==> src/rtl/pwm_duty_sequencer_if.sv <==
// -----------------------------------------------------------------------------
// pwm_duty_sequencer_if
// Groups the button / mode inputs and the duty outputs of pwm_duty_sequencer.
//   inc_req  : raw increase pushbutton (asynchronous, active-high)
//   dec_req  : raw decrease pushbutton (asynchronous, active-high)
//   ramp_en  : mode select, 1 = automatic ramp, 0 = manual (synchronous)
//   duty_out : duty code delivered to the PWM generator
//   duty_upd : one-cycle pulse in the cycle duty_out takes a new value
//   ramp_dir : current ramp direction, 1 = up, 0 = down
// master drives the requests, slave (the sequencer) drives the duty outputs.
// -----------------------------------------------------------------------------
`timescale 1ns/1ps
interface pwm_duty_sequencer_if #(
  parameter int DUTY_W = 4
);
  logic              inc_req;
  logic              dec_req;
  logic              ramp_en;
  logic [DUTY_W-1:0] duty_out;
  logic              duty_upd;
  logic              ramp_dir;

  modport master (
    output inc_req, dec_req, ramp_en,
    input  duty_out, duty_upd, ramp_dir
  );

  modport slave (
    input  inc_req, dec_req, ramp_en,
    output duty_out, duty_upd, ramp_dir
  );
endinterface

==> src/rtl/pwm_duty_sequencer.sv <==
// -----------------------------------------------------------------------------
// pwm_duty_sequencer
// Produces the duty code for a PWM generator. Manual inc/dec pushbuttons are
// synchronised (2 FF), debounced and edge-detected; an automatic triangular
// fade ramp takes over while ramp_en is high. Manual steps saturate at 0 and
// DUTY_MAX; ramp steps bounce between them.
//
// Optional feature: define PWM_DUTY_WRAP_EN to make manual steps wrap
// (inc from DUTY_MAX -> 0, dec from 0 -> DUTY_MAX). Ramp mode is unaffected.
//
// Ports:
//   clk   : system clock
//   rst_n : asynchronous active-low reset
//   bus   : pwm_duty_sequencer_if.slave (inc_req, dec_req, ramp_en in;
//           duty_out, duty_upd, ramp_dir out)
//
// Latency: a clean press asserted before edge k updates duty_out at edge
// k+DEBOUNCE_LIMIT+3 (2 sync + DEBOUNCE_LIMIT debounce + press reg + duty reg).
// -----------------------------------------------------------------------------
`timescale 1ns/1ps
module pwm_duty_sequencer #(
  parameter int DUTY_MAX       = 10,
  parameter int DUTY_INIT      = 5,
  parameter int STEP           = 1,
  parameter int DEBOUNCE_LIMIT = 10,
  parameter int RAMP_DIV       = 1000,
  parameter int DUTY_W         = $clog2(DUTY_MAX + 1)
) (
  input  logic                  clk,
  input  logic                  rst_n,
  pwm_duty_sequencer_if.slave   bus
);

  localparam int CNT_W  = (DEBOUNCE_LIMIT > 1) ? $clog2(DEBOUNCE_LIMIT) : 1;
  localparam int TICK_W = $clog2(RAMP_DIV);

  localparam logic [CNT_W-1:0]  CNT_LAST  = CNT_W'(DEBOUNCE_LIMIT - 1);
  localparam logic [CNT_W-1:0]  CNT_ZERO  = {CNT_W{1'b0}};
  localparam logic [CNT_W-1:0]  CNT_ONE   = CNT_W'(1);
  localparam logic [TICK_W-1:0] TICK_LAST = TICK_W'(RAMP_DIV - 1);
  localparam logic [TICK_W-1:0] TICK_ZERO = {TICK_W{1'b0}};
  localparam logic [TICK_W-1:0] TICK_ONE  = TICK_W'(1);
  localparam logic [DUTY_W-1:0] MAX_C     = DUTY_W'(DUTY_MAX);
  localparam logic [DUTY_W-1:0] INIT_C    = DUTY_W'(DUTY_INIT);
  localparam logic [DUTY_W-1:0] ZERO_C    = {DUTY_W{1'b0}};
  localparam logic [DUTY_W:0]   MAX_X     = (DUTY_W + 1)'(DUTY_MAX);
  localparam logic [DUTY_W:0]   STEP_X    = (DUTY_W + 1)'(STEP);

  typedef enum logic [1:0] {
    ST_MANUAL    = 2'd0,
    ST_RAMP_UP   = 2'd1,
    ST_RAMP_DOWN = 2'd2
  } state_t;

  // Saturating step up, computed one bit wider so the carry is visible.
  function automatic logic [DUTY_W-1:0] sat_up(input logic [DUTY_W-1:0] d);
    logic [DUTY_W:0] sum;
    sum = {1'b0, d} + STEP_X;
    if (sum > MAX_X) sat_up = MAX_C;
    else             sat_up = sum[DUTY_W-1:0];
  endfunction

  // Saturating step down, never underflows below zero.
  function automatic logic [DUTY_W-1:0] sat_dn(input logic [DUTY_W-1:0] d);
    logic [DUTY_W:0] diff;
    diff = {1'b0, d} - STEP_X;
    if ({1'b0, d} < STEP_X) sat_dn = ZERO_C;
    else                    sat_dn = diff[DUTY_W-1:0];
  endfunction

  // Manual increment: wraps at full scale when the wrap option is built in.
  function automatic logic [DUTY_W-1:0] man_up(input logic [DUTY_W-1:0] d);
`ifdef PWM_DUTY_WRAP_EN
    if (d == MAX_C) man_up = ZERO_C;
    else            man_up = sat_up(d);
`else
    man_up = sat_up(d);
`endif
  endfunction

  // Manual decrement: wraps at zero when the wrap option is built in.
  function automatic logic [DUTY_W-1:0] man_dn(input logic [DUTY_W-1:0] d);
`ifdef PWM_DUTY_WRAP_EN
    if (d == ZERO_C) man_dn = MAX_C;
    else             man_dn = sat_dn(d);
`else
    man_dn = sat_dn(d);
`endif
  endfunction

  // Button front end; index 0 = inc, index 1 = dec.
  logic [1:0]       btn_raw_s;
  logic [1:0]       sync1_r;
  logic [1:0]       sync2_r;
  logic [1:0]       deb_r;
  logic [1:0]       deb_prev_r;
  logic [1:0]       press_r;
  logic [CNT_W-1:0] cnt_r [2];

  // Sequencer state.
  state_t            state_r;
  state_t            state_s;
  logic [DUTY_W-1:0] duty_r;
  logic [DUTY_W-1:0] duty_s;
  logic [TICK_W-1:0] tick_r;
  logic [TICK_W-1:0] tick_s;
  logic              upd_r;
  logic              dir_r;
  logic [DUTY_W-1:0] ramp_up_val_s;
  logic [DUTY_W-1:0] ramp_dn_val_s;

  assign btn_raw_s = {bus.dec_req, bus.inc_req};

  // Synchronise, debounce and edge-detect both pushbuttons.
  always_ff @(posedge clk or negedge rst_n) begin
    if (!rst_n) begin
      sync1_r    <= 2'b00;
      sync2_r    <= 2'b00;
      deb_r      <= 2'b00;
      deb_prev_r <= 2'b00;
      press_r    <= 2'b00;
      for (int i = 0; i < 2; i++) begin
        cnt_r[i] <= CNT_ZERO;
      end
    end else begin
      sync1_r    <= btn_raw_s;
      sync2_r    <= sync1_r;
      deb_prev_r <= deb_r;
      // Registered rising edge of the debounced level: one pulse per press.
      press_r    <= deb_r & ~deb_prev_r;
      for (int i = 0; i < 2; i++) begin
        if (sync2_r[i] == deb_r[i]) begin
          cnt_r[i] <= CNT_ZERO;
        end else if (cnt_r[i] == CNT_LAST) begin
          deb_r[i] <= sync2_r[i];
          cnt_r[i] <= CNT_ZERO;
        end else begin
          cnt_r[i] <= cnt_r[i] + CNT_ONE;
        end
      end
    end
  end

  assign ramp_up_val_s = sat_up(duty_r);
  assign ramp_dn_val_s = sat_dn(duty_r);

  // Next-state, next-duty and tick counter logic.
  always_comb begin
    state_s = state_r;
    duty_s  = duty_r;
    tick_s  = tick_r;
    case (state_r)
      ST_MANUAL: begin
        // Counter held clear so every ramp starts a full period after entry.
        tick_s = TICK_ZERO;
        // Mode change wins over a coincident press.
        if (bus.ramp_en) begin
          if (duty_r == MAX_C) state_s = ST_RAMP_DOWN;
          else                 state_s = ST_RAMP_UP;
        end else if (press_r[0] && !press_r[1]) begin
          duty_s = man_up(duty_r);
        end else if (press_r[1] && !press_r[0]) begin
          duty_s = man_dn(duty_r);
        end else begin
          duty_s = duty_r;
        end
      end
      ST_RAMP_UP: begin
        if (!bus.ramp_en) begin
          state_s = ST_MANUAL;
          tick_s  = TICK_ZERO;
        end else if (tick_r == TICK_LAST) begin
          tick_s = TICK_ZERO;
          duty_s = ramp_up_val_s;
          if (ramp_up_val_s == MAX_C) state_s = ST_RAMP_DOWN;
          else                        state_s = ST_RAMP_UP;
        end else begin
          tick_s = tick_r + TICK_ONE;
        end
      end
      ST_RAMP_DOWN: begin
        if (!bus.ramp_en) begin
          state_s = ST_MANUAL;
          tick_s  = TICK_ZERO;
        end else if (tick_r == TICK_LAST) begin
          tick_s = TICK_ZERO;
          duty_s = ramp_dn_val_s;
          if (ramp_dn_val_s == ZERO_C) state_s = ST_RAMP_UP;
          else                         state_s = ST_RAMP_DOWN;
        end else begin
          tick_s = tick_r + TICK_ONE;
        end
      end
      default: begin
        state_s = ST_MANUAL;
        tick_s  = TICK_ZERO;
        duty_s  = duty_r;
      end
    endcase
  end

  // State, duty and registered status outputs.
  always_ff @(posedge clk or negedge rst_n) begin
    if (!rst_n) begin
      state_r <= ST_MANUAL;
      duty_r  <= INIT_C;
      tick_r  <= TICK_ZERO;
      upd_r   <= 1'b0;
      dir_r   <= 1'b1;
    end else begin
      state_r <= state_s;
      duty_r  <= duty_s;
      tick_r  <= tick_s;
      // Saturated no-ops leave duty unchanged and therefore give no pulse.
      upd_r   <= (duty_s != duty_r);
      dir_r   <= (state_s != ST_RAMP_DOWN);
    end
  end

  assign bus.duty_out = duty_r;
  assign bus.duty_upd = upd_r;
  assign bus.ramp_dir = dir_r;

endmodule

==> src/flat_wrapper.sv <==
// flat-port wrapper written by rule: the top's interface ports become plain ports
module pwm_duty_sequencer_flat 
#(
  parameter int DUTY_MAX       = 10,
  parameter int DUTY_INIT      = 5,
  parameter int STEP           = 1,
  parameter int DEBOUNCE_LIMIT = 10,
  parameter int RAMP_DIV       = 1000,
  parameter int DUTY_W         = $clog2(DUTY_MAX + 1)
)
  (clk, rst_n, bus_inc_req, bus_dec_req, bus_ramp_en, bus_duty_out, bus_duty_upd, bus_ramp_dir);
  pwm_duty_sequencer_if #(.DUTY_W(DUTY_W)) bus_i ();
  input  logic clk;
  input  logic rst_n;
  input wire logic [$bits(bus_i.inc_req)-1:0] bus_inc_req;
  input wire logic [$bits(bus_i.dec_req)-1:0] bus_dec_req;
  input wire logic [$bits(bus_i.ramp_en)-1:0] bus_ramp_en;
  output wire logic [$bits(bus_i.duty_out)-1:0] bus_duty_out;
  output wire logic [$bits(bus_i.duty_upd)-1:0] bus_duty_upd;
  output wire logic [$bits(bus_i.ramp_dir)-1:0] bus_ramp_dir;
  assign bus_i.inc_req = bus_inc_req;
  assign bus_i.dec_req = bus_dec_req;
  assign bus_i.ramp_en = bus_ramp_en;
  assign bus_duty_out = bus_i.duty_out;
  assign bus_duty_upd = bus_i.duty_upd;
  assign bus_ramp_dir = bus_i.ramp_dir;
  pwm_duty_sequencer #(.DUTY_MAX(DUTY_MAX), .DUTY_INIT(DUTY_INIT), .STEP(STEP), .DEBOUNCE_LIMIT(DEBOUNCE_LIMIT), .RAMP_DIV(RAMP_DIV), .DUTY_W(DUTY_W)) u_core (.clk(clk), .rst_n(rst_n), .bus(bus_i));
endmodule
==> config.mk <==
export PLATFORM = sky130hd
export DESIGN_NAME = pwm_duty_sequencer_flat
export DESIGN_NICKNAME = d
export VERILOG_FILES = /design/src/rtl/pwm_duty_sequencer_if.sv /design/src/rtl/pwm_duty_sequencer.sv /design/src/flat_wrapper.sv
export SDC_FILE = /design/constraint.sdc
export NUM_CORES = 1
export LEC_CHECK = 0
export ABC_AREA = 1
export BUFFER_PORTS_ARGS = -buffer_cell sky130_fd_sc_hd__buf_2
export CORE_ASPECT_RATIO = 1.4
export CORE_UTILIZATION = 25
export CTS_BUF_LIST = sky130_fd_sc_hd__clkbuf_8
export DETAILED_ROUTE_END_ITERATION = 10
export HOLD_SLACK_MARGIN = 0.15
export PLACE_DENSITY = 0.4
export SYNTH_ARGS = -nofsm -noshare
export SYNTH_HDL_FRONTEND = slang
export SYNTH_SLANG_ARGS = --single-unit
==> constraint.sdc <==
create_clock -name clk -period 1.9 [get_ports clk]
set_input_delay 0.095 -clock clk [delete_from_list [all_inputs] [get_ports clk]]
set_output_delay 0.095 -clock clk [all_outputs]
set_load 0.05 [all_outputs]
Yosys cells after proc, flatten, opt, wreduce, memory -nomap -nowiden
Cells that the tools add are included.
{"block": "classes", "reduce_logical": 9, "div": 0, "multipliers": 0, "muxes": 26, "addsub": 5, "eq_ne": 11, "n_lt_le_gt_ge": 2, "bitwise": 4, "shift": 0}
{"operator": "2-to-1 mux 4 bit", "count": 13}
{"operator": "2-to-1 mux 10 bit", "count": 3}
{"operator": "== test 4 bit (second input constant)", "count": 4}
{"operator": "2-to-1 mux 2 bit", "count": 8}
{"operator": "one-hot mux 4 bit (3 select lines)", "count": 1}
{"operator": "adder 10 x 1 -> 10 bit (second input constant)", "count": 1}
{"operator": "== test 10 bit (second input constant)", "count": 1}
{"operator": "adder 4 x 1 -> 4 bit (second input constant)", "count": 2}
{"operator": "one-hot mux 2 bit (3 select lines)", "count": 1}
{"operator": "adder 4 x 1 -> 5 bit (second input constant)", "count": 1}
{"operator": "> comparator 5 x 4 -> 1 bit (second input constant)", "count": 1}
{"operator": "zero test 4 bit", "count": 1}
{"operator": "< comparator 4 x 1 -> 1 bit (second input constant)", "count": 1}
{"operator": "inequality test 4 bit", "count": 1}
{"operator": "AND reduction 2 bit", "count": 2}
{"operator": "subtractor 4 x 1 -> 4 bit (second input constant)", "count": 1}
{"operator": "AND 2 bit", "count": 1}
{"operator": "== test 1 bit", "count": 2}
{"operator": "== test 2 x 1 -> 1 bit (second input constant)", "count": 1}
{"operator": "== test 2 bit (second input constant)", "count": 1}
{"operator": "logical AND 1 bit", "count": 2}
{"operator": "zero test 1 bit", "count": 2}
{"operator": "zero test 2 bit", "count": 1}
{"operator": "inequality test 2 bit (second input constant)", "count": 1}
{"operator": "3 further kinds", "count": 4}
{"block": "word_totals", "register_bits": 36, "word_cells": 70, "out_inout_bits": 6, "mem_bits_rw": 0, "romBits": 0, "n_memories": 0, "latchBits": 0}

Depth between registers and ports, before layout
Gate-level depths: netlist of run 1.
{"block": "depth", "ltp_word": 9, "mapped_depth": 17}

Worst setup path before layout of run 1
Ideal clock, no wire load.
{"block": "synth_path", "path_type": "register -> register", "start": "register u_core.duty_r[0], in the netlist u_core.bus.duty_out[0]", "end": "register u_core.upd_r, in the netlist u_core.bus.duty_upd", "period_less_slack_ns": 2.309, "n_path_buf": 1, "arrival_time_ns": 2.190, "path_slack_ns": -0.409, "required_time_ns": 1.781, "setup_ns": 0.119, "stages_incl_launch_ff": 18, "path_cell_list": "dfstp_2 buf_2 inv_1 ha_1 inv_1 o21ai_1 inv_1 nand2_1 nand2_2 nand2_2 nand2_1 nand2_1 nand2_1 nand2_1 nand2_1 nand2_1 nor2_1 nand2_1"}
{"block": "synth_via", "elab_chain_len": 7}
{"element": "start, declared", "line": "pwm_duty_sequencer.sv:103", "source": "logic [DUTY_W-1:0] duty_r;"}
{"element": "start signal, assigned", "line": "pwm_duty_sequencer.sv:212", "source": "duty_r <= duty_s;"}
{"element": "adder 4 x 1 -> 5 bit, or another cell as far along", "line": "pwm_duty_sequencer.sv:58", "source": "sum = {1'b0, d} + STEP_X;"}
{"element": "> comparator 5 x 4 -> 1 bit / 2-to-1 mux 4 bit (equally long branches)", "line": "pwm_duty_sequencer.sv:59, pwm_duty_sequencer.sv:67"}
{"element": "2-to-1 mux 4 bit (on tied branches)", "line": "pwm_duty_sequencer.sv:59, pwm_duty_sequencer.sv:162"}
{"element": "2-to-1 mux 4 bit (on tied branches)", "line": "pwm_duty_sequencer.sv:172, pwm_duty_sequencer.sv:160"}
{"element": "2-to-1 mux 4 bit (on tied branches)", "line": "pwm_duty_sequencer.sv:169, pwm_duty_sequencer.sv:157"}
{"element": "one-hot mux 4 bit (3 select lines)", "line": "pwm_duty_sequencer.sv:152", "source": "case (state_r)"}
{"element": "inequality test 4 bit *", "line": "pwm_duty_sequencer.sv:215", "source": "upd_r <= (duty_s != duty_r);"}
{"element": "end signal, assigned", "line": "pwm_duty_sequencer.sv:215"}
{"element": "end, declared", "line": "pwm_duty_sequencer.sv:107", "source": "logic upd_r;"}
Every way passes the cells marked *; elsewhere a longest branch is shown, timed or not.
A chain may end at the register's enable or synchronous reset.

Worst setup path in the final report of run 1
Ends and elaborated chain as after synthesis.

==> qor.yml, run 1 <==
crit_fanout: 5
grt_pass1_wl_um: 8850
final_cell_mix: "75 x nand2_1, 39 x nor2_1, 36 x inv_1"
synth_compound_area_frac: 0.0902
drc: 0
synthArstFlopShare: 1.00
path_class: "reg2reg"
p_leak_nw: 1.41
portBuffers: 10
cts_max_level: 2
die_area_sq_um: 9030
finClkSkew_ns: 0.00851
dpl_worst_slack_ns: -0.0983
yosysUniqueCellTypes: 32
fin_nets: 356
finalHoldViolCount: 0
p_seq_frac: 0.323
fin_ws_ns: -0.0426
p_comb_frac: 0.426
drt-initial-drc-count: 66
setup_viol: 3
hold_slack_ns: 0.226
slew_headroom: 0.775
p_int_mw: 1.80
finalMaxSlewViolations: 0
clock_path_buffers: 2
synthSimpleGateAreaFrac: 0.309
rows: 39
start_util: 0.261
swShare: 0.397
clkTransAtPathRegs_ns: 0.08
crit_required_ns: 2.09
hpwl_um: 4110
antenna_found_initial: 0
synth-edff-count: 0
violations: "setup timing"
seq_area_frac_synth: 0.418
ir_worst_vdd_mv: 0.475
muxShareOfSynthArea: 0
synth_cells: 294
period_needed_ns: 1.94
grt_start_max_net_pins: 16
clk_latency_ns: 0.30
synth_area_leaders: "dfrtp_1 38%, nand2_1 14%, ha_1 7.5%"
synth_top_family_by_area: "simple AND/OR/NAND/NOR gates"
synth_nets: 312
drt-vias-per-instance: 4.41
synth_fa_ha_area_frac: 0.0752
critPathLaunchType: "register"
ys_ff_latch: 36
antenna_cells: 0
grtUsageTotal: 0.132
synth.cell_area_sq_um: 2160
ant_nets: 0
finalCritPeriodShare: 1.02
drtPass1Iterations: 4
final_common_cell: "nand2_1"
routabilityCongestion: 0.813
n_fill_cell: 921
p_clk_frac: 0.251
syn_area_per_cell_sq_um: 7.36
cts_tree: "done"
power_density_nw_per_um2: 1080
multi_input_area_sq_um: 1130
cts_made_buffers: 5
tns_ns: -0.106
wl_per_cell_um: 11.9
max_freq_ghz: 0.515
pin_count: 11
ys_warn_count: 0
post_layout_nonfiller_instances: 441
maxCapViolCount: 0
core_area_sq_um: 8300
die_h_um: 112
fp.dieW_um: 80.6
dpl_cell_area_sq_um: 2540
power_mw: 2.98
rsz0062_at_grt: "yes"
area_delta_synth_final_pct: 27.1
seqCellArea_sq_um: 906
clockRootBuffer: "clkbuf_8"
num_vias: 1945
cp.arrival_ns: 2.13
synth_top_area_cell: "dfrtp_1"
synth_xor_area_frac: 0.0243
drive_gt1_frac: 0.224
utilization: 0.332
status: "finished, violations left"
fin_area_sq_um: 2750
grt_pass1_vias: 1927
wirelength_um: 5250
synthFlopType: "dfrtp_1"
dp.cells: 428
worst_setup_path_end_kind: "register"
gr-total-overflow: 0
clkSinkCount: 36
p_sw_mw: 1.19
synth_top_area_share: 0.382
hp-class: "in2async"
tightestPinTransition_ns: 0.334
## path summary, 6_finish.rpt
| path | to | slack [ns] | cells past startpoint | startpoint |
|---|---|---|---|---|
| max | u_core.bus.duty_upd$_DFF_PN0_ | -0.04 | 15 | u_core.bus.duty_out[0]$_DFF_PN1_ |
| min | u_core.cnt_r[3]$_DFF_PN0_ | 0.23 | 2 | rst_n |
| max reg2reg | u_core.bus.duty_upd$_DFF_PN0_ | -0.04 | 15 | u_core.bus.duty_out[0]$_DFF_PN1_ |
| min reg2reg | u_core.sync2_r[1]$_DFF_PN0_ | 0.35 | 0 | u_core.sync1_r[1]$_DFF_PN0_ |
| max in group asynchronous | u_core.bus.duty_out[2]$_DFF_PN1_ | 1.09 | 3 | rst_n |
| min in group clk | u_core.bus.ramp_dir$_DFF_PN1_ | 0.26 | 5 | bus_ramp_en |
## cells in the mapped netlist, drive strengths merged (2+ instances only)
cell and count:
o21ai 14, clkbuf 2, nand3 23, xor2 4, ha 13, a22oi 3, nor3 2, nand4 3
nand2 85, dfstp 3, nor2 41, buf 2, a21oi 11, inv 42, o21bai 2, xnor2 2
dfrtp 33, o21a 2
## routing by layer
metal	GRT usage	routed length (um)	vias to the layer above
li1	-	-	1003
met1	0.135	2080	914
met2	0.249	2890	19
met3	0.0268	133	9
met4	0.0607	143	0
met5	0	0	-
## timing repair
| action | 4_1_cts | 5_1_grt |
|---|---|---|
| buffers inserted | 2 | 0 |
| cloned | 0 | 0 |
| resized for setup | 2 | 8 |
| hold buffers | 3 | 0 |
| pin swaps | 3 | 1 |
| hold endpoints to repair | 35 | 0 |
| setup endpoints to repair | 4 | 6 |
## critical path, stage by stage (launching register included)
cell     delay, ns
dfstp_2       0.64
inv_6         0.05
ha_4          0.25
inv_2         0.03
o21ai_2       0.13
inv_1         0.05
nand2_1       0.06
nand2_2       0.08
nand2_2       0.07
nand2_1       0.06
nand2_2       0.07
nand2_2       0.07
nand3_1       0.08
nand2_1       0.05
nor2_1        0.10
nand2_1       0.06
## logic make-up (layout without fill, tap and decap cells)
family                   Yosys count  count (layout)
AND/OR/NAND/NOR                  158             158
buffers and inverters             47              92
flip-flops                        36              36
AO/OA/AOI/OAI                     34              34
adder cells (fa/ha/maj)           13              13
XOR/XNOR                           6               6
## cell type report
cell class	count	area share
Timing Repair Buffer	41	0.106
Sequential cell	36	0.329
Tap cell	102	0.0464
Multi-Input combinational cell	211	0.412
Inverter	43	0.0605
Clock inverter	1	0.0109
Clock buffer	7	0.0350
## state kept, by name (all words and copies together) (netlist names)
register             cells
u_core.tick_r           10
u_core.cnt_r             8
u_core.bus.duty_out      4
u_core.deb_prev_r        2
u_core.deb_r             2
u_core.press_r           2
u_core.state_r           2
u_core.sync1_r           2
u_core.sync2_r           2
u_core.bus.duty_upd      1
u_core.bus.ramp_dir      1
## power groups by stage
stage                     combinational [mW]  sequential, mW  clock (mW)
final                                   1.27           0.965       0.749
after CTS                               1.28           0.962       0.786
after global routing                    1.43           0.979       0.815
after global placement                  1.27           0.985           0
after detailed placement                1.26           0.978           0
after floorplan                        0.729            1.09           0
Power figures use the tool's default switching activity.
==> run 2, diff against run 1 <==
--- a/config.mk
+++ b/config.mk
@@ -14,4 +14,5 @@
 export HOLD_SLACK_MARGIN = 0.15
 export PLACE_DENSITY = 0.4
+export SLEW_MARGIN = 10
 export SYNTH_ARGS = -nofsm -noshare
 export SYNTH_HDL_FRONTEND = slang
==> constraint.sdc (replaced) <==
create_clock -name clk -period 1.9 [get_ports clk]
set_input_delay 0.19 -clock clk [delete_from_list [all_inputs] [get_ports clk]]
set_output_delay 0.19 -clock clk [all_outputs]
set_load 0.05 [all_outputs]
==> run 2 against run 1 <==
- the flow still finishes with violations (setup timing)
- via count shrank 1.0%
- routed wire length fell by 2.0%
- largest power group unchanged
- worst setup slack worse by 0.021 ns
- final cell count grew 1.1%
- sequential power grew 0.7%
- maximum frequency down 1.1%
- critical path type unchanged
==> qor.yml, run 2 (synthesized netlist as in run 1, its figures left out) <==
drt-vias-per-instance: 4.32  # was 4.41
cp.arrival_ns: 2.14  # was 2.13 ns
routabilityCongestion: 0.829  # was 0.813
die_h_um: 112  # unchanged
area_delta_synth_final_pct: 27.2  # was 27.1%
finalCritPeriodShare: 1.03  # was 1.02
max_freq_ghz: 0.509  # was 0.515 GHz
cts_tree: "done"  # unchanged
clockRootBuffer: "clkbuf_8"  # unchanged
rows: 39  # unchanged
grt_pass1_vias: 1927  # unchanged
fin_ws_ns: -0.0635  # was -0.0426 ns
antenna_cells: 0  # unchanged
drtPass1Iterations: 4  # unchanged
fp.dieW_um: 80.6  # unchanged
tns_ns: -0.228  # was -0.106 ns
dp.cells: 433  # was 428
largest_reg_flops: 10  # unchanged
crit_required_ns: 2.08  # was 2.09 ns
final_cell_mix: "76 x nand2_1, 39 x nor2_1, 36 x inv_1"  # was 75 x nand2_1, 39 x nor2_1, 36 x inv_1
status: "finished, violations left"  # unchanged
core_area_sq_um: 8300  # unchanged
reg2reg_depth: 16  # was 15
tightestPinTransition_ns: 0.504  # was 0.334 ns
ir_worst_vdd_mv: 0.478  # was 0.475 mV
period_needed_ns: 1.96  # was 1.94 ns
cp-startpoint: "u_core.bus.duty_out[0]$_DFF_PN1_"  # unchanged
finClkSkew_ns: 0.00703  # was 0.00851 ns
drive_gt1_frac: 0.233  # was 0.224
clk_latency_ns: 0.29  # was 0.30 ns
post_layout_nonfiller_instances: 446  # was 441
antenna_found_initial: 0  # unchanged
portBuffers: 10  # unchanged
utilization: 0.332  # about the same
endpoint: "u_core.state_r[0]$_DFF_PN0_"  # was u_core.bus.duty_upd$_DFF_PN0_
r2r_slack_ns: -0.06  # was -0.04 ns
finalHoldViolCount: 0  # unchanged
crit_fanout: 4  # was 5
path_class: "reg2reg"  # unchanged
hpwl_um: 4040  # was 4110 um
r2r-start: "u_core.bus.duty_out[0]$_DFF_PN1_"  # unchanged
grtUsageTotal: 0.127  # was 0.132
drc: 0  # unchanged
cts_made_buffers: 5  # unchanged
rsz0062_at_grt: "yes"  # unchanged
final_common_cell: "nand2_1"  # unchanged
fin_area_sq_um: 2750  # about the same
finalMaxSlewViolations: 0  # unchanged
slew_headroom: 0.664  # was 0.775
p_leak_nw: 1.42  # was 1.41 nW
die_area_sq_um: 9030  # unchanged
hp-class: "reg2reg"  # was in2async
dpl_cell_area_sq_um: 2590  # was 2540 sq um
crit_path_top_delay_cell: "dfstp_2"  # unchanged
drt-initial-drc-count: 73  # was 66
maxCapViolCount: 0  # unchanged
worst_setup_path_end_kind: "register"  # unchanged
gr-total-overflow: 0  # unchanged
violations: "setup timing"  # unchanged
fin_nets: 361  # was 356
num_vias: 1925  # was 1945
grt_pass1_wl_um: 8870  # was 8850 um
wl_per_cell_um: 11.5  # was 11.9 um
top_register: "u_core.tick_r"  # unchanged
setup_viol: 5  # was 3
wirelength_um: 5150  # was 5250 um
cpMostUsedCell: "nand2_1"
clock_path_buffers: 2  # unchanged
critPathMaxStageDelay_ns: 0.57  # was 0.64 ns
critPathLaunchType: "register"  # unchanged
cp_cell_sequence: "buf_12 > inv_6 > ha_4 > inv_4 > o21ai_2 > inv_1 > nand2_1 > nand2_2 > nand2_2 > nand2_1 > nand2_2 > nand2_1 > nand3_1 > nand2_1 > o21ai_1 > inv_1"  # was inv_6 > ha_4 > inv_2 > o21ai_2 > inv_1 > nand2_1 > nand2_2 > nand2_2 > nand2_1 > nand2_2 > nand2_2 > nand3_1 > nand2_1 > nor2_1 > nand2_1
clkSinkCount: 36  # unchanged
ant_nets: 0  # unchanged
cts_max_level: 2  # unchanged
r2r-end: "u_core.state_r[0]$_DFF_PN0_"  # was u_core.bus.duty_upd$_DFF_PN0_
start_util: 0.261  # unchanged
clkTransAtPathRegs_ns: 0.08  # about the same
power_density_nw_per_um2: 1050  # was 1080 nW/um^2
pin_count: 11  # unchanged
grt_start_max_net_pins: 22  # was 16
-- run 2: changes by cell type in the layout (fill, tap and decap cells not counted), sizes merged --
cell and delta:
bufinv -1, clkinv +1, clkbuf -2, buf +5
inv +1, clkinvlp +1
-- run 2: worst min path at each step --
stage | start | to | depth (start not counted)
floorplan | rst_n | u_core.bus.duty_out[1]$_DFF_PN0_ | 0
global placement | rst_n | u_core.tick_r[8]$_DFF_PN0_ | 1
detailed placement | rst_n | u_core.tick_r[8]$_DFF_PN0_ | 1
CTS | bus_ramp_en | u_core.bus.ramp_dir$_DFF_PN1_ | 5
global route | u_core.sync1_r[1]$_DFF_PN0_ | u_core.sync2_r[1]$_DFF_PN0_ | 0
finish | u_core.sync1_r[1]$_DFF_PN0_ | u_core.sync2_r[1]$_DFF_PN0_ | 0
-- run 2: what timing repair did --
action / in CTS / in global routing
hold buffers: 3 / 0
gates resized for setup: 4 / 6
pin swaps: 6 / 2
setup endpoints to repair: 6 / 6
buffers inserted: 2 / 0
endpoints found under the hold margin: 19 / 0
-- run 2: where the power goes --
part	switching [mW]	internal (mW)	leakage, nW
clock network	0.304	0.260	0.0445
logic	0.822	0.521	0.904
registers	0.100	0.872	0.470
-- run 2: layout make-up --
| type | instances | area, sq um |
|---|---|---|
| Fill cell | 909 | 5540 |
| Multi-Input combinational cell | 211 | 1120 |
| Sequential cell | 36 | 907 |
| Timing Repair Buffer | 46 | 340 |
| Inverter | 43 | 169 |
| Tap cell | 102 | 128 |
| Clock buffer | 5 | 68.8 |
| Clock inverter | 3 | 21.3 |
-- run 2: critical path: cells and delay by family, from the launching register on --
kind                       cells  cell delay [ns]
buffers and inverters          5             0.28
AOI/OAI and AO/OA              2             0.23
and+or+nand+nor                8             0.51
DFF                            1             0.57
adders and majority gates      1             0.25
-- run 2: stage by stage --
| stage | hold WS [ns] | setup slack, ns | power, mW |
|---|---|---|---|
| after global placement | 0.196 | -0.0638 | 2.31 |
| after global routing | 0.360 | -0.236 | 3.14 |
| final | 0.354 | -0.0635 | 2.88 |
| after CTS | 0.355 | -0.0932 | 2.91 |
| after floorplan | -0.106 | -0.196 | 1.82 |
| after detailed placement | 0.201 | -0.0943 | 2.30 |
-- run 2: layer usage --
metal | wire, um | track usage | vias up
met4 | 187 | 0.0583 | 0
met1 | 2220 | 0.147 | 871
met5 | 0 | 0 | -
met2 | 2600 | 0.222 | 26
met3 | 137 | 0.0236 | 14
li1 | - | - | 1014
==> run 3, diff against run 2 <==
- ABC_AREA: 1 -> unset
- SKIP_LAST_GASP: unset -> 1
==> run 3 against run 2 <==
- the run still ends with setup timing left
- routed wire length rose by 19%
- global-route usage rose by 1.2 points
- clock power grew 21%
- clock skew decreased by 0.00074 ns
- utilization grew 2.3 points
- worst setup slack worse by 0.31 ns
- sequential share of layout area is 4.5 points lower
- synthesized area up 6.9%
- via count grew 6.8%
- clock-buffer cell count unchanged
- critical endpoint is now u_core.bus.duty_upd$_DFF_PN0_
- largest power group unchanged
==> qor.yml, run 3 <==
status: "finished, violations left"  # unchanged
violations: "setup timing"  # unchanged
grt_use_met1: 0.144  # was 0.147
synth.cell_area_sq_um: 2310  # was 2160 sq um
pin_count: 11  # unchanged
ir_worst_vdd_mv: 0.501  # was 0.478 mV
use_met2: 0.262  # was 0.222
crit_fanout: 6  # was 4
wl_per_cell_um: 14.4  # was 11.5 um
synthArstFlopShare: 1.00  # unchanged
area_delta_synth_final_pct: 37.8  # was 27.2%
die_h_um: 116  # was 112 um
gr-total-overflow: 0  # unchanged
power_mw: 3.08  # was 2.88 mW
drt-vias-per-instance: 4.81  # was 4.32
crit_required_ns: 2.07  # was 2.08 ns
die_area_sq_um: 9650  # was 9030 sq um
p_leak_nw: 1.47  # was 1.42 nW
r2r_slack_ns: -0.38  # was -0.06 ns
fin_ws_ns: -0.378  # was -0.0635 ns
grtUsageTotal: 0.139  # was 0.127
routabilityCongestion: 0.811  # was 0.829
r2r-end: "u_core.bus.duty_upd$_DFF_PN0_"  # was u_core.state_r[0]$_DFF_PN0_
antenna_cells: 0  # unchanged
yosysUniqueCellTypes: 65  # was 32
antenna_found_initial: 0  # unchanged
busiest_layer: "met2"  # unchanged
synth-edff-count: 0  # unchanged
r2r-start: "u_core.bus.duty_out[0]$_DFF_PN1_"  # unchanged
synth_nets: 261  # was 312
clockRootBuffer: "clkbuf_8"  # unchanged
rows: 41  # was 39
power_density_nw_per_um2: 967  # was 1050 nW/um^2
grt_start_max_net_pins: 21  # was 22
cts_max_level: 2  # unchanged
dpl_cell_area_sq_um: 2920  # was 2590 sq um
path_class: "reg2reg"  # unchanged
rsz0062_at_grt: "yes"  # unchanged
utilization: 0.355  # was 0.332
portBuffers: 10  # unchanged
hp-class: "in2async"  # was reg2reg
synth_area_leaders: "dfrtp_1 36%, ha_1 7.0%, nor2_1 3.9%"  # was dfrtp_1 38%, nand2_1 14%, ha_1 7.5%
synth_top_area_cell: "dfrtp_1"  # unchanged
finalHoldViolCount: 0  # unchanged
num_vias: 2055  # was 1925
fin_area_sq_um: 3190  # was 2750 sq um
crit_path_top_delay_cell: "dfstp_2"  # unchanged
cp.arrival_ns: 2.45  # was 2.14 ns
drt-initial-drc-count: 58  # was 73
synth_most_common_cell: "dfrtp_1"  # was nand2_1
clock_path_buffers: 2  # unchanged
syn_area_per_cell_sq_um: 9.52  # was 7.36 sq um
slew_headroom: 0.730  # was 0.664
fp.dieW_um: 83.3  # was 80.6 um
finClkSkew_ns: 0.00629  # was 0.00703 ns
ys_warn_count: 0  # unchanged
top_register: "u_core.tick_r"  # unchanged
reg2reg_depth: 8  # was 16
synth_top_area_share: 0.357  # was 0.382
core_area_sq_um: 8980  # was 8300 sq um
grt_pass1_wl_um: 10400  # was 8870 um
final_cell_mix: "69 x buf_4, 32 x dfrtp_1, 23 x nor2_1"  # was 76 x nand2_1, 39 x nor2_1, 36 x inv_1
clk_latency_ns: 0.29  # about the same
drc: 0  # unchanged
synthFlopType: "dfrtp_1"  # unchanged
cp_cell_sequence: "inv_4 > ha_4 > or3b_4 > a21oi_1 > o22ai_1 > nand2_1 > and4_1 > or4_1"  # was buf_12 > inv_6 > ha_4 > inv_4 > o21ai_2 > inv_1 > nand2_1 > nand2_2 > nand2_2 > nand2_1 > nand2_2 > nand2_1 > nand3_1 > nand2_1 > o21ai_1 > inv_1
grt_pass1_vias: 2226  # was 1927
tightestPinTransition_ns: 0.404  # was 0.504 ns
fin_nets: 337  # was 361
cts_tree: "done"  # unchanged
critPathLaunchType: "register"  # unchanged
drive_gt1_frac: 0.391  # was 0.233
final_common_cell: "buf_4"  # was nand2_1
clkSinkCount: 36  # unchanged
max_freq_ghz: 0.439  # was 0.509 GHz
finalCritPeriodShare: 1.20  # was 1.03
use_met3: 0.0249  # was 0.0236
ant_nets: 0  # unchanged
critPathMaxStageDelay_ns: 0.62  # was 0.57 ns
seq_area_frac_synth: 0.391  # was 0.418
start_util: 0.258  # was 0.261
ys_ff_latch: 36  # unchanged
drtPass1Iterations: 4  # unchanged
clkTransAtPathRegs_ns: 0.08  # about the same
largest_reg_flops: 10  # unchanged
cts_made_buffers: 5  # unchanged
wirelength_um: 6130  # was 5150 um
maxCapViolCount: 0  # unchanged
synth_common_cells: "33 x dfrtp_1, 24 x nor2_1, 15 x nand2_1, 13 x ha_1, 11 x inv_1"  # was 81 x nand2_1, 39 x nor2_1, 38 x inv_1, 33 x dfrtp_1, 22 x nand3_1
period_needed_ns: 2.28  # was 1.96 ns
synth_cells: 243  # was 294
worst_setup_path_end_kind: "register"  # unchanged
hpwl_um: 4750  # was 4040 um
finalMaxSlewViolations: 0  # unchanged
setup_viol: 7  # was 5
-- run 3: changes by cell type after synthesis, sizes merged, moves of 7 or more --
| cell | change |
|---|---|
| clkbuf | +7 |
| inv | -31 |
| nand2 | -70 |
| nand2b | +8 |
| nand3 | -15 |
| nor2 | -17 |
-- run 3: cells by family (layout without fill, tap and decap cells) --
group | after synthesis | in the layout | share of synthesized area
DFF | 36 | 36 | 0.391
adders and majority gates | 13 | 13 | 0.0703
buffers and inverters | 25 | 102 | 0.0476
muxes | 10 | 10 | 0.0471
xor gates and xnor gates | 16 | 16 | 0.0606
and+or+nand+nor | 92 | 92 | 0.221
AOI/OAI and AO/OA | 51 | 51 | 0.162
-- run 3: per-layer routing --
metal,vias up,routed length (um)
met5,-,0
met4,0,259
met3,18,126
met2,29,3280
met1,997,2460
li1,1011,-
-- run 3: worst max path at each step --
stage	start	endpoint	slack, ns	depth (start not counted)
5_1_grt	u_core.bus.duty_out[0]$_DFF_PN1_	u_core.bus.duty_upd$_DFF_PN0_	-0.51	8
3_3_place_gp	u_core.bus.duty_out[1]$_DFF_PN0_	u_core.bus.duty_upd$_DFF_PN0_	-0.46	8
2_1_floorplan	u_core.bus.duty_out[0]$_DFF_PN1_	u_core.bus.duty_upd$_DFF_PN0_	-0.70	10
4_1_cts	u_core.bus.duty_out[0]$_DFF_PN1_	u_core.bus.duty_upd$_DFF_PN0_	-0.38	8
3_5_place_dp	u_core.bus.duty_out[1]$_DFF_PN0_	u_core.bus.duty_upd$_DFF_PN0_	-0.48	8
6_report	u_core.bus.duty_out[0]$_DFF_PN1_	u_core.bus.duty_upd$_DFF_PN0_	-0.38	8
-- run 3: per-stage QoR --
stage	hold WS [ns]	TNS, ns	cells	setup WS (ns)
after floorplan	-0.106	-2.11	243	-0.698
after global placement	0.150	-1.34	408	-0.460
after detailed placement	0.147	-1.33	408	-0.475
after CTS	0.349	-1.16	427	-0.381
after global routing	0.362	-1.94	427	-0.508
final	0.347	-1.04	427	-0.378
-- run 3: layout make-up --
| cell class | count | area [sq um] |
|---|---|---|
| Clock buffer | 5 | 68.8 |
| Clock inverter | 3 | 42.5 |
| Fill cell | 948 | 5790 |
| Inverter | 11 | 46.3 |
| Multi-Input combinational cell | 182 | 1380 |
| Sequential cell | 36 | 906 |
| Tap cell | 107 | 134 |
| Timing Repair Buffer | 83 | 609 |
-- run 3: worst max-delay path: cells and delay by family, from the launching register on --
family          cells  cell delay (ns)
compound gates      2             0.22
simple gates        4             1.08
buf+inv             1             0.06
flops               1             0.62
fa+ha+maj           1             0.17
-- run 3: timing repair --
action | 4_1_cts | 5_1_grt
setup buffers | 8 | 1
hold endpoints to repair | 18 | 0
gates cloned | 0 | 0
resized for setup | 11 | 5
hold buffers | 3 | 0
endpoints found under the setup margin | 7 | 8
pin swaps | 12 | 7
-- run 3: power by group --
part | internal [mW] | switching [mW] | total (mW)
registers | 0.857 | 0.0883 | 0.945
clock network | 0.388 | 0.295 | 0.683
logic | 0.707 | 0.747 | 1.45
total | 1.95 | 1.13 | 3.08
